$ cat config.mk
export PLATFORM = sky130hd
export DESIGN_NAME = fpu_bus_master
export DESIGN_NICKNAME = d
export VERILOG_FILES = /design/src/rtl/fpu_bus_master_pkg.sv /design/src/rtl/fpu_bus_master_cycle.sv /design/src/rtl/fpu_bus_master.sv
export SDC_FILE = /design/constraint.sdc
export NUM_CORES = 1
export LEC_CHECK = 0
export CORE_ASPECT_RATIO = 0.5
export CORE_MARGIN = 8
export CORE_UTILIZATION = 40
export DETAILED_ROUTE_END_ITERATION = 16
export GPL_ROUTABILITY_DRIVEN = 0
export GPL_TIMING_DRIVEN = 0
export PLACE_DENSITY = 0.77
export SETUP_SLACK_MARGIN = 0.05
export SKIP_CTS_REPAIR_TIMING = 1
export SLEW_MARGIN = 20
export SYNTH_ARGS = -nofsm -noshare
export SYNTH_HDL_FRONTEND = slang
export SYNTH_SLANG_ARGS = --single-unit
$ cat constraint.sdc
create_clock -name clk -period 3.5 [get_ports clk]
set_input_delay 0.7 -clock clk [delete_from_list [all_inputs] [get_ports clk]]
set_output_delay 0.7 -clock clk [all_outputs]
set_load 0.02 [all_outputs]
$ cat src/rtl/fpu_bus_master_pkg.sv
// Shared types and register map for the FPU byte-wide register interface
// and the bus master that drives it.
package pa_fpu;

  typedef enum logic [7:0] {
    FPU_OP_NOP = 8'h00,
    FPU_OP_ADD = 8'h01,
    FPU_OP_SUB = 8'h02,
    FPU_OP_MUL = 8'h03,
    FPU_OP_DIV = 8'h04
  } e_fpu_operation;

  localparam logic [3:0] FPU_ADDR_OPA0 = 4'h0;
  localparam logic [3:0] FPU_ADDR_OPB0 = 4'h4;
  localparam logic [3:0] FPU_ADDR_CMD  = 4'h8;
  localparam logic [3:0] FPU_ADDR_RES0 = 4'h9;
  localparam logic [3:0] FPU_ADDR_RES3 = 4'hC;

  typedef enum logic [3:0] {
    BM_IDLE, BM_WR_A, BM_WR_B, BM_WR_CMD, BM_WAIT_END,
    BM_RD_RES, BM_ACK, BM_WAIT_CLR, BM_RESP
  } e_fpu_bm_state;

  typedef enum logic [2:0] {
    BC_IDLE, BC_SETUP, BC_STROBE, BC_HOLD, BC_GAP
  } e_fpu_bc_phase;

endpackage

$ cat src/rtl/fpu_bus_master_cycle.sv
// One FPU register access: SETUP / STROBE / HOLD of PHASE_CYC clocks each,
// then a single GAP clock with cs high. done_o marks the GAP clock.
module fpu_bus_cycle
  import pa_fpu::*;
#(
  parameter int PHASE_CYC = 1
) (
  input  logic       clk,
  input  logic       rst_n,
  input  logic       start_i,
  input  logic       is_read_i,
  input  logic [3:0] addr_i,
  input  logic [7:0] wdata_i,
  input  logic [7:0] bus_rdata_i,
  output logic       cs_o,
  output logic       rd_o,
  output logic       wr_o,
  output logic [3:0] addr_o,
  output logic [7:0] wdata_o,
  output logic [7:0] rdata_o,
  output logic       done_o
);

  localparam logic [3:0] PH_LAST = 4'(PHASE_CYC - 1);

  e_fpu_bc_phase phase_q;
  logic [3:0]    cnt_q;
  logic          read_q;
  logic          cs_q, rd_q, wr_q;
  logic [3:0]    addr_q;
  logic [7:0]    wdata_q, rdata_q;

  always_ff @(posedge clk) begin
    if (!rst_n) begin
      phase_q <= BC_IDLE;
      cnt_q   <= '0;
      cs_q    <= 1'b1;
      rd_q    <= 1'b1;
      wr_q    <= 1'b1;
      addr_q  <= '0;
      wdata_q <= '0;
    end else begin
      case (phase_q)
        BC_IDLE, BC_GAP: begin
          cs_q <= 1'b1;
          if (start_i) begin
            phase_q <= BC_SETUP;
            cs_q    <= 1'b0;
            cnt_q   <= '0;
            read_q  <= is_read_i;
            addr_q  <= addr_i;
            wdata_q <= wdata_i;
          end else begin
            phase_q <= BC_IDLE;
          end
        end
        BC_SETUP: begin
          cnt_q <= cnt_q + 4'd1;
          if (cnt_q == PH_LAST) begin
            phase_q <= BC_STROBE;
            cnt_q   <= '0;
            rd_q    <= ~read_q;
            wr_q    <= read_q;
          end
        end
        BC_STROBE: begin
          cnt_q <= cnt_q + 4'd1;
          if (cnt_q == PH_LAST) begin
            phase_q <= BC_HOLD;
            cnt_q   <= '0;
            rd_q    <= 1'b1;
            wr_q    <= 1'b1;
            // Last strobe clock: the FPU has had the full strobe to drive data.
            if (read_q) rdata_q <= bus_rdata_i;
          end
        end
        BC_HOLD: begin
          cnt_q <= cnt_q + 4'd1;
          if (cnt_q == PH_LAST) begin
            phase_q <= BC_GAP;
            cnt_q   <= '0;
            cs_q    <= 1'b1;
          end
        end
        default: phase_q <= BC_IDLE;
      endcase
    end
  end

  assign cs_o    = cs_q;
  assign rd_o    = rd_q;
  assign wr_o    = wr_q;
  assign addr_o  = addr_q;
  assign wdata_o = wdata_q;
  assign rdata_o = rdata_q;
  assign done_o  = (phase_q == BC_GAP);

endmodule

$ cat src/rtl/fpu_bus_master.sv
// Host-side command sequencer for the byte-wide FPU register port.
// Optional FPU_BM_CMD_END_SYNC_EN: 2-flop synchronisers on fpu_cmd_end / fpu_busy.
module fpu_bus_master
  import pa_fpu::*;
#(
  parameter int PHASE_CYC   = 1,
  parameter int TIMEOUT_CYC = 4096
) (
  input  logic        clk,
  input  logic        rst_n,
  input  logic        cmd_valid,
  output logic        cmd_ready,
  input  logic [31:0] cmd_op_a,
  input  logic [31:0] cmd_op_b,
  input  logic [7:0]  cmd_opcode,
  output logic        res_valid,
  input  logic        res_ready,
  output logic [31:0] res_data,
  output logic        res_err,
  output logic [7:0]  fpu_data_wr,
  input  logic [7:0]  fpu_data_rd,
  output logic [3:0]  fpu_addr,
  output logic        fpu_cs,
  output logic        fpu_rd,
  output logic        fpu_wr,
  output logic        fpu_end_ack,
  input  logic        fpu_cmd_end,
  input  logic        fpu_busy
);

  localparam int             TMO_W    = $clog2(TIMEOUT_CYC + 1);
  localparam logic [TMO_W-1:0] TMO_LOAD = TMO_W'(TIMEOUT_CYC - 1);

  e_fpu_bm_state    state_q;
  logic             cmd_ready_q, res_valid_q, res_err_q, end_ack_q;
  logic [31:0]      res_data_q, op_a_q, op_b_q;
  logic [7:0]       opcode_q;
  logic [TMO_W-1:0] tmo_q;
  logic             cmd_end_s, busy_s, accept;
  logic             bc_start_d, bc_read_d, bc_done;
  logic [3:0]       bc_addr_d, bc_addr;
  logic [7:0]       bc_wdata_d, bc_rdata;
  logic [1:0]       rb;

`ifdef FPU_BM_CMD_END_SYNC_EN
  logic [1:0] end_sync_q, busy_sync_q;
  always_ff @(posedge clk) begin
    if (!rst_n) begin
      end_sync_q  <= '0;
      busy_sync_q <= '0;
    end else begin
      end_sync_q  <= {end_sync_q[0], fpu_cmd_end};
      busy_sync_q <= {busy_sync_q[0], fpu_busy};
    end
  end
  assign cmd_end_s = end_sync_q[1];
  assign busy_s    = busy_sync_q[1];
`else
  assign cmd_end_s = fpu_cmd_end;
  assign busy_s    = fpu_busy;
`endif

  function automatic logic [7:0] wr_byte(input logic [3:0] i, input logic [31:0] a,
                                         input logic [31:0] b, input logic [7:0] op);
    case (i[3:2])
      2'b00:   return a[{i[1:0], 3'b000} +: 8];
      2'b01:   return b[{i[1:0], 3'b000} +: 8];
      default: return (i == FPU_ADDR_CMD) ? op : 8'h00;
    endcase
  endfunction

  assign accept = (state_q == BM_IDLE) && cmd_ready_q && cmd_valid;
  assign rb     = 2'(bc_addr - FPU_ADDR_RES0);

  // Next bus access is launched during the GAP clock of the previous one,
  // so consecutive accesses run back to back at 3*PHASE_CYC+1 clocks each.
  always_comb begin
    bc_start_d = 1'b0;
    bc_read_d  = 1'b0;
    bc_addr_d  = bc_addr + 4'd1;
    bc_wdata_d = wr_byte(bc_addr_d, op_a_q, op_b_q, opcode_q);
    case (state_q)
      BM_IDLE: if (accept) begin
        bc_start_d = 1'b1;
        bc_addr_d  = FPU_ADDR_OPA0;
        bc_wdata_d = cmd_op_a[7:0];
      end
      BM_WR_A, BM_WR_B, BM_WR_CMD: bc_start_d = bc_done && (bc_addr != FPU_ADDR_CMD);
      BM_WAIT_END: if (cmd_end_s) begin
        bc_start_d = 1'b1;
        bc_read_d  = 1'b1;
        bc_addr_d  = FPU_ADDR_RES0;
        bc_wdata_d = 8'h00;
      end
      BM_RD_RES: begin
        bc_read_d  = 1'b1;
        bc_wdata_d = 8'h00;
        bc_start_d = bc_done && (bc_addr != FPU_ADDR_RES3);
      end
      default: ;
    endcase
  end

  always_ff @(posedge clk) begin
    if (!rst_n) begin
      state_q     <= BM_IDLE;
      cmd_ready_q <= 1'b0;
      res_valid_q <= 1'b0;
      res_data_q  <= '0;
      res_err_q   <= 1'b0;
      end_ack_q   <= 1'b0;
      tmo_q       <= '0;
    end else begin
      case (state_q)
        BM_IDLE: begin
          cmd_ready_q <= ~busy_s;
          if (accept) begin
            cmd_ready_q <= 1'b0;
            op_a_q      <= cmd_op_a;
            op_b_q      <= cmd_op_b;
            opcode_q    <= cmd_opcode;
            state_q     <= BM_WR_A;
          end
        end
        BM_WR_A:   if (bc_done && bc_addr == FPU_ADDR_OPB0 - 4'd1) state_q <= BM_WR_B;
        BM_WR_B:   if (bc_done && bc_addr == FPU_ADDR_CMD - 4'd1)  state_q <= BM_WR_CMD;
        BM_WR_CMD: if (bc_done) begin
          state_q <= BM_WAIT_END;
          tmo_q   <= TMO_LOAD;
        end
        BM_WAIT_END: begin
          if (cmd_end_s) begin
            state_q <= BM_RD_RES;
          end else if (tmo_q == '0) begin
            state_q     <= BM_RESP;
            res_valid_q <= 1'b1;
            res_err_q   <= 1'b1;
            res_data_q  <= '0;
          end else begin
            tmo_q <= tmo_q - 1'b1;
          end
        end
        BM_RD_RES: if (bc_done) begin
          res_data_q[{rb, 3'b000} +: 8] <= bc_rdata;
          if (bc_addr == FPU_ADDR_RES3) begin
            state_q   <= BM_ACK;
            end_ack_q <= 1'b1;
          end
        end
        BM_ACK: begin
          state_q <= BM_WAIT_CLR;
          tmo_q   <= TMO_LOAD;
        end
        BM_WAIT_CLR: begin
          if (!cmd_end_s || tmo_q == '0) begin
            end_ack_q   <= 1'b0;
            state_q     <= BM_RESP;
            res_valid_q <= 1'b1;
            res_err_q   <= cmd_end_s;
          end else begin
            tmo_q <= tmo_q - 1'b1;
          end
        end
        BM_RESP: if (res_ready) begin
          res_valid_q <= 1'b0;
          res_err_q   <= 1'b0;
          cmd_ready_q <= ~busy_s;
          state_q     <= BM_IDLE;
        end
        default: state_q <= BM_IDLE;
      endcase
    end
  end

  fpu_bus_cycle #(.PHASE_CYC(PHASE_CYC)) u_cycle (
    .clk         (clk),
    .rst_n       (rst_n),
    .start_i     (bc_start_d),
    .is_read_i   (bc_read_d),
    .addr_i      (bc_addr_d),
    .wdata_i     (bc_wdata_d),
    .bus_rdata_i (fpu_data_rd),
    .cs_o        (fpu_cs),
    .rd_o        (fpu_rd),
    .wr_o        (fpu_wr),
    .addr_o      (bc_addr),
    .wdata_o     (fpu_data_wr),
    .rdata_o     (bc_rdata),
    .done_o      (bc_done)
  );

  assign fpu_addr    = bc_addr;
  assign cmd_ready   = cmd_ready_q;
  assign res_valid   = res_valid_q;
  assign res_data    = res_data_q;
  assign res_err     = res_err_q;
  assign fpu_end_ack = end_ack_q;

endmodule

==> flow_metrics.env <==
export IMPL_netSwitchingFraction=0.302
export IMPL_pin_count=137
export IMPL_die_w_um=203
export IMPL_htreeDepth=4
export IMPL_clockBufferDepth=2
export IMPL_numCtsBuffers=17
export IMPL_tightest_slew_ns=0.872
export IMPL_regArea_mm2=0.00393
export IMPL_wl_per_cell_um=18.5
export IMPL_initialDrtViolationCount=514
export IMPL_rows=34
export IMPL_finalCritPeriodShare=0.936
export IMPL_insertion_delay_ns=0.42
export IMPL_endpoint_kind="flip-flop"
export IMPL_net_switching_power_mw=1.46
export IMPL_cts_sinks=156
export IMPL_power_leakage_nw=3.16
export IMPL_fin_hold_ws_ns=0.450
export IMPL_rsz0062_at_grt="false"
export IMPL_power_density_mw_per_mm2=524
export IMPL_intPower_mw=3.38
export IMPL_fin_cells=1072
export IMPL_grt_overflow=0
export IMPL_port_buffer_count=136
export IMPL_synth_nets=763
export IMPL_ys_top_cells_by_area="edfxtp_1 (35%), dfxtp_1 (21%), a21oi_1 (4.6%), nand2_1 (4.0%), nand3_1 (3.3%)"
export IMPL_dieArea_mm2=0.0223
export IMPL_status="finished, final reports clean"
export IMPL_skew_ns=0.0121
export IMPL_fp_dieH_um=110
export IMPL_pwr_share_clk=0.356
export IMPL_viasPerCell=5.53
export IMPL_nets=919
export IMPL_synth_edf_count=81
export IMPL_cts_tree="yes"
export IMPL_synth_area_mm2=0.00702
export IMPL_synth_top_area_share=0.347
export IMPL_drc_errors=0
export IMPL_critPathArrivalTime_ns=3.62
export IMPL_track_usage=0.175
export IMPL_p_seq_frac=0.435
export IMPL_vias=5928
export IMPL_first_pass_iters=6
export IMPL_core_area_mm2=0.0173
export IMPL_grt_first_pass_wirelength_um=30800
export IMPL_drive_above_1_share=0.0943
export IMPL_max_slew_margin_rel=0.417
export IMPL_area_delta_synth_final_pct=31.8
export IMPL_slew_violations=0
export IMPL_comb_power_share=0.209
export IMPL_grt_max_degree=56
export IMPL_ys_warnings_count=0
export IMPL_drv_cap=0
export IMPL_synth_area_per_cell_um2=10.5
export IMPL_fill_cells=1491
export IMPL_placed_cells=1040
export IMPL_synthArstFlopShare=0
export IMPL_synthesis_instances=669
export IMPL_synth_cell_type_count=75
export IMPL_fin_util=0.536
export IMPL_yosysSeqAreaShare=0.560
export IMPL_cp_required_ns=3.84
export IMPL_synth_flop_cell="edfxtp_1"
export IMPL_crit_type="flip-flop to flip-flop"
export IMPL_root_buffer="clkbuf_16"
export IMPL_hp_class="flip-flop to flip-flop"
export IMPL_irDropWorstVdd_v=0.000254
export IMPL_dpl_hpwl_um=14600
export IMPL_synth_seq_cells=156
export IMPL_cp_max_fo=11
export IMPL_setup_violations=0
export IMPL_fmax_mhz=305
export IMPL_initial_core_util=0.406
export IMPL_clk_pin_slew_worst_paths_ns=0.07
export IMPL_hold_viol=0
export IMPL_antenna_found_initial=1
export IMPL_drt_wl_total_um=19900
export IMPL_drt_antenna_violating_nets=0
export IMPL_first_global_vias=5845
export IMPL_post_route_min_period_ns=3.28
export IMPL_cp_start_kind="flip-flop"
export IMPL_multi_input_area_mm2=0.00286
export IMPL_synth_largest_area_cell="edfxtp_1"
export IMPL_n_antenna_cell=0
-- logic make-up (layout without fill, tap and decap cells) --
family,after synthesis,after routing,synth area share
compound gates,173,173,0.167
xor+xnor,15,15,0.0198
fa+ha+maj,8,8,0.0143
buf+inv,52,221,0.0337
flops,156,156,0.560
mux,13,13,0.0185
simple gates,252,252,0.186
-- cells in the mapped netlist (7+ instances only) --
cell       n
ha_1       8
dfxtp_1   75
a211oi_1   7
nor2b_1    8
nand2b_1   8
nor2_1    42
and2_1     7
o21ai_0   26
clkbuf_1  18
a21oi_1   64
xor2_1     9
nor3_1    18
a22oi_1    7
a221oi_1  17
a31oi_1    8
nand3_1   46
inv_1     12
buf_2     12
and3_1     7
nand2_1   75
mux2i_1   13
edfxtp_1  81
nor4_1     7
-- flip-flops by register name, indices dropped and copies added, names as in the netlist --
| name | count |
|---|---|
| op_b_q | 32 |
| tmo_q | 13 |
| opcode_q | 8 |
| u_cycle.rdata_o | 8 |
| u_cycle.wdata_o | 8 |
| u_cycle.addr_o | 4 |
| u_cycle.cnt_q | 4 |
| state_q | 4 |
| u_cycle.cs_o | 1 |
| res_data | 32 |
| u_cycle.phase_q | 3 |
| u_cycle.wr_o | 1 |
| u_cycle.rd_o | 1 |
| fpu_end_ack | 1 |
| res_valid | 1 |
| cmd_ready | 1 |
| u_cycle.read_q | 1 |
| res_err | 1 |
| op_a_q | 32 |
-- placed cells by master, fill, tap and decap left out, types with 8 or more instances in the layout --
master	Yosys	routed
dfxtp_1	75	75
clkbuf_16	0	17
clkbuf_1	18	20
mux2i_1	13	13
a21oi_1	64	64
a31oi_1	8	8
nor2_1	42	42
edfxtp_1	81	81
nor2b_1	8	8
nand2_1	75	75
o21ai_0	26	26
inv_1	12	12
buf_2	12	12
nand2b_1	8	8
nor3_1	18	17
xor2_1	9	9
a221oi_1	17	17
ha_1	8	8
nand3_1	46	46
clkdlybuf4s50_1	0	136
-- metrics by stage --
step | setup slack [ns] | total power [mW] | TNS, ns | area (µm²)
detailed placement | 0.379 | 3.13 | 0 | 8700
global route | 0.187 | 5.02 | 0 | 9250
floorplan | 0.795 | 2.75 | 0 | 7020
CTS | 0.353 | 4.85 | 0 | 9250
finish | 0.223 | 4.84 | 0 | 9250
global placement | -0.306 | 3.11 | -21.79 | 8670
-- critical path: stages (launching register included) --
cell and delay (ns):
dfxtp_1 0.56, inv_1 0.27, ha_1 0.37, clkbuf_1 0.45, nand2b_1 0.35, a221o_1 0.16
a21oi_1 0.07, a2111oi_0 0.60, nand2_1 0.19, a21oi_1 0.17
-- area by class of cell --
type,instances,area share
plain buffers,38,0.0199
clock buffers,19,0.0468
clock inverters,13,0.0120
inverters,14,0.00568
multi-input cells,461,0.309
flip-flops and latches,156,0.425
well taps,234,0.0316
repair buffers,137,0.150
-- power groups by stage --
stage / clock network [mW] / registers [mW] / logic, mW
finish: 1.72 / 2.11 / 1.01
global route: 1.81 / 2.12 / 1.09
CTS: 1.74 / 2.11 / 0.998
detailed placement: 0 / 2.15 / 0.988
global placement: 0 / 2.15 / 0.963
floorplan: 0 / 2.18 / 0.569
-- metal layers --
| layer | global-route usage | part of all wire | up-vias |
|---|---|---|---|
| li1 | - | - | 2792 |
| met1 | 0.224 | 0.44 | 2852 |
| met2 | 0.286 | 0.47 | 248 |
| met3 | 0.0415 | 0.068 | 34 |
| met4 | 0.0674 | 0.020 | 2 |
| met5 | 0 | 0.00045 | - |
-- worst paths after layout --
path / from / endpoint / slack, ns / depth (start not counted)
max: u_cycle.addr_o[0] / u_cycle.wdata_o[6] / 0.22 / 9
min: res_data[3] / res_data[3] / 0.45 / 2
max reg2reg: u_cycle.addr_o[0] / u_cycle.wdata_o[6] / 0.22 / 9
min reg2reg: res_data[3] / res_data[3] / 0.45 / 2
Power figures use the tool's default switching activity.
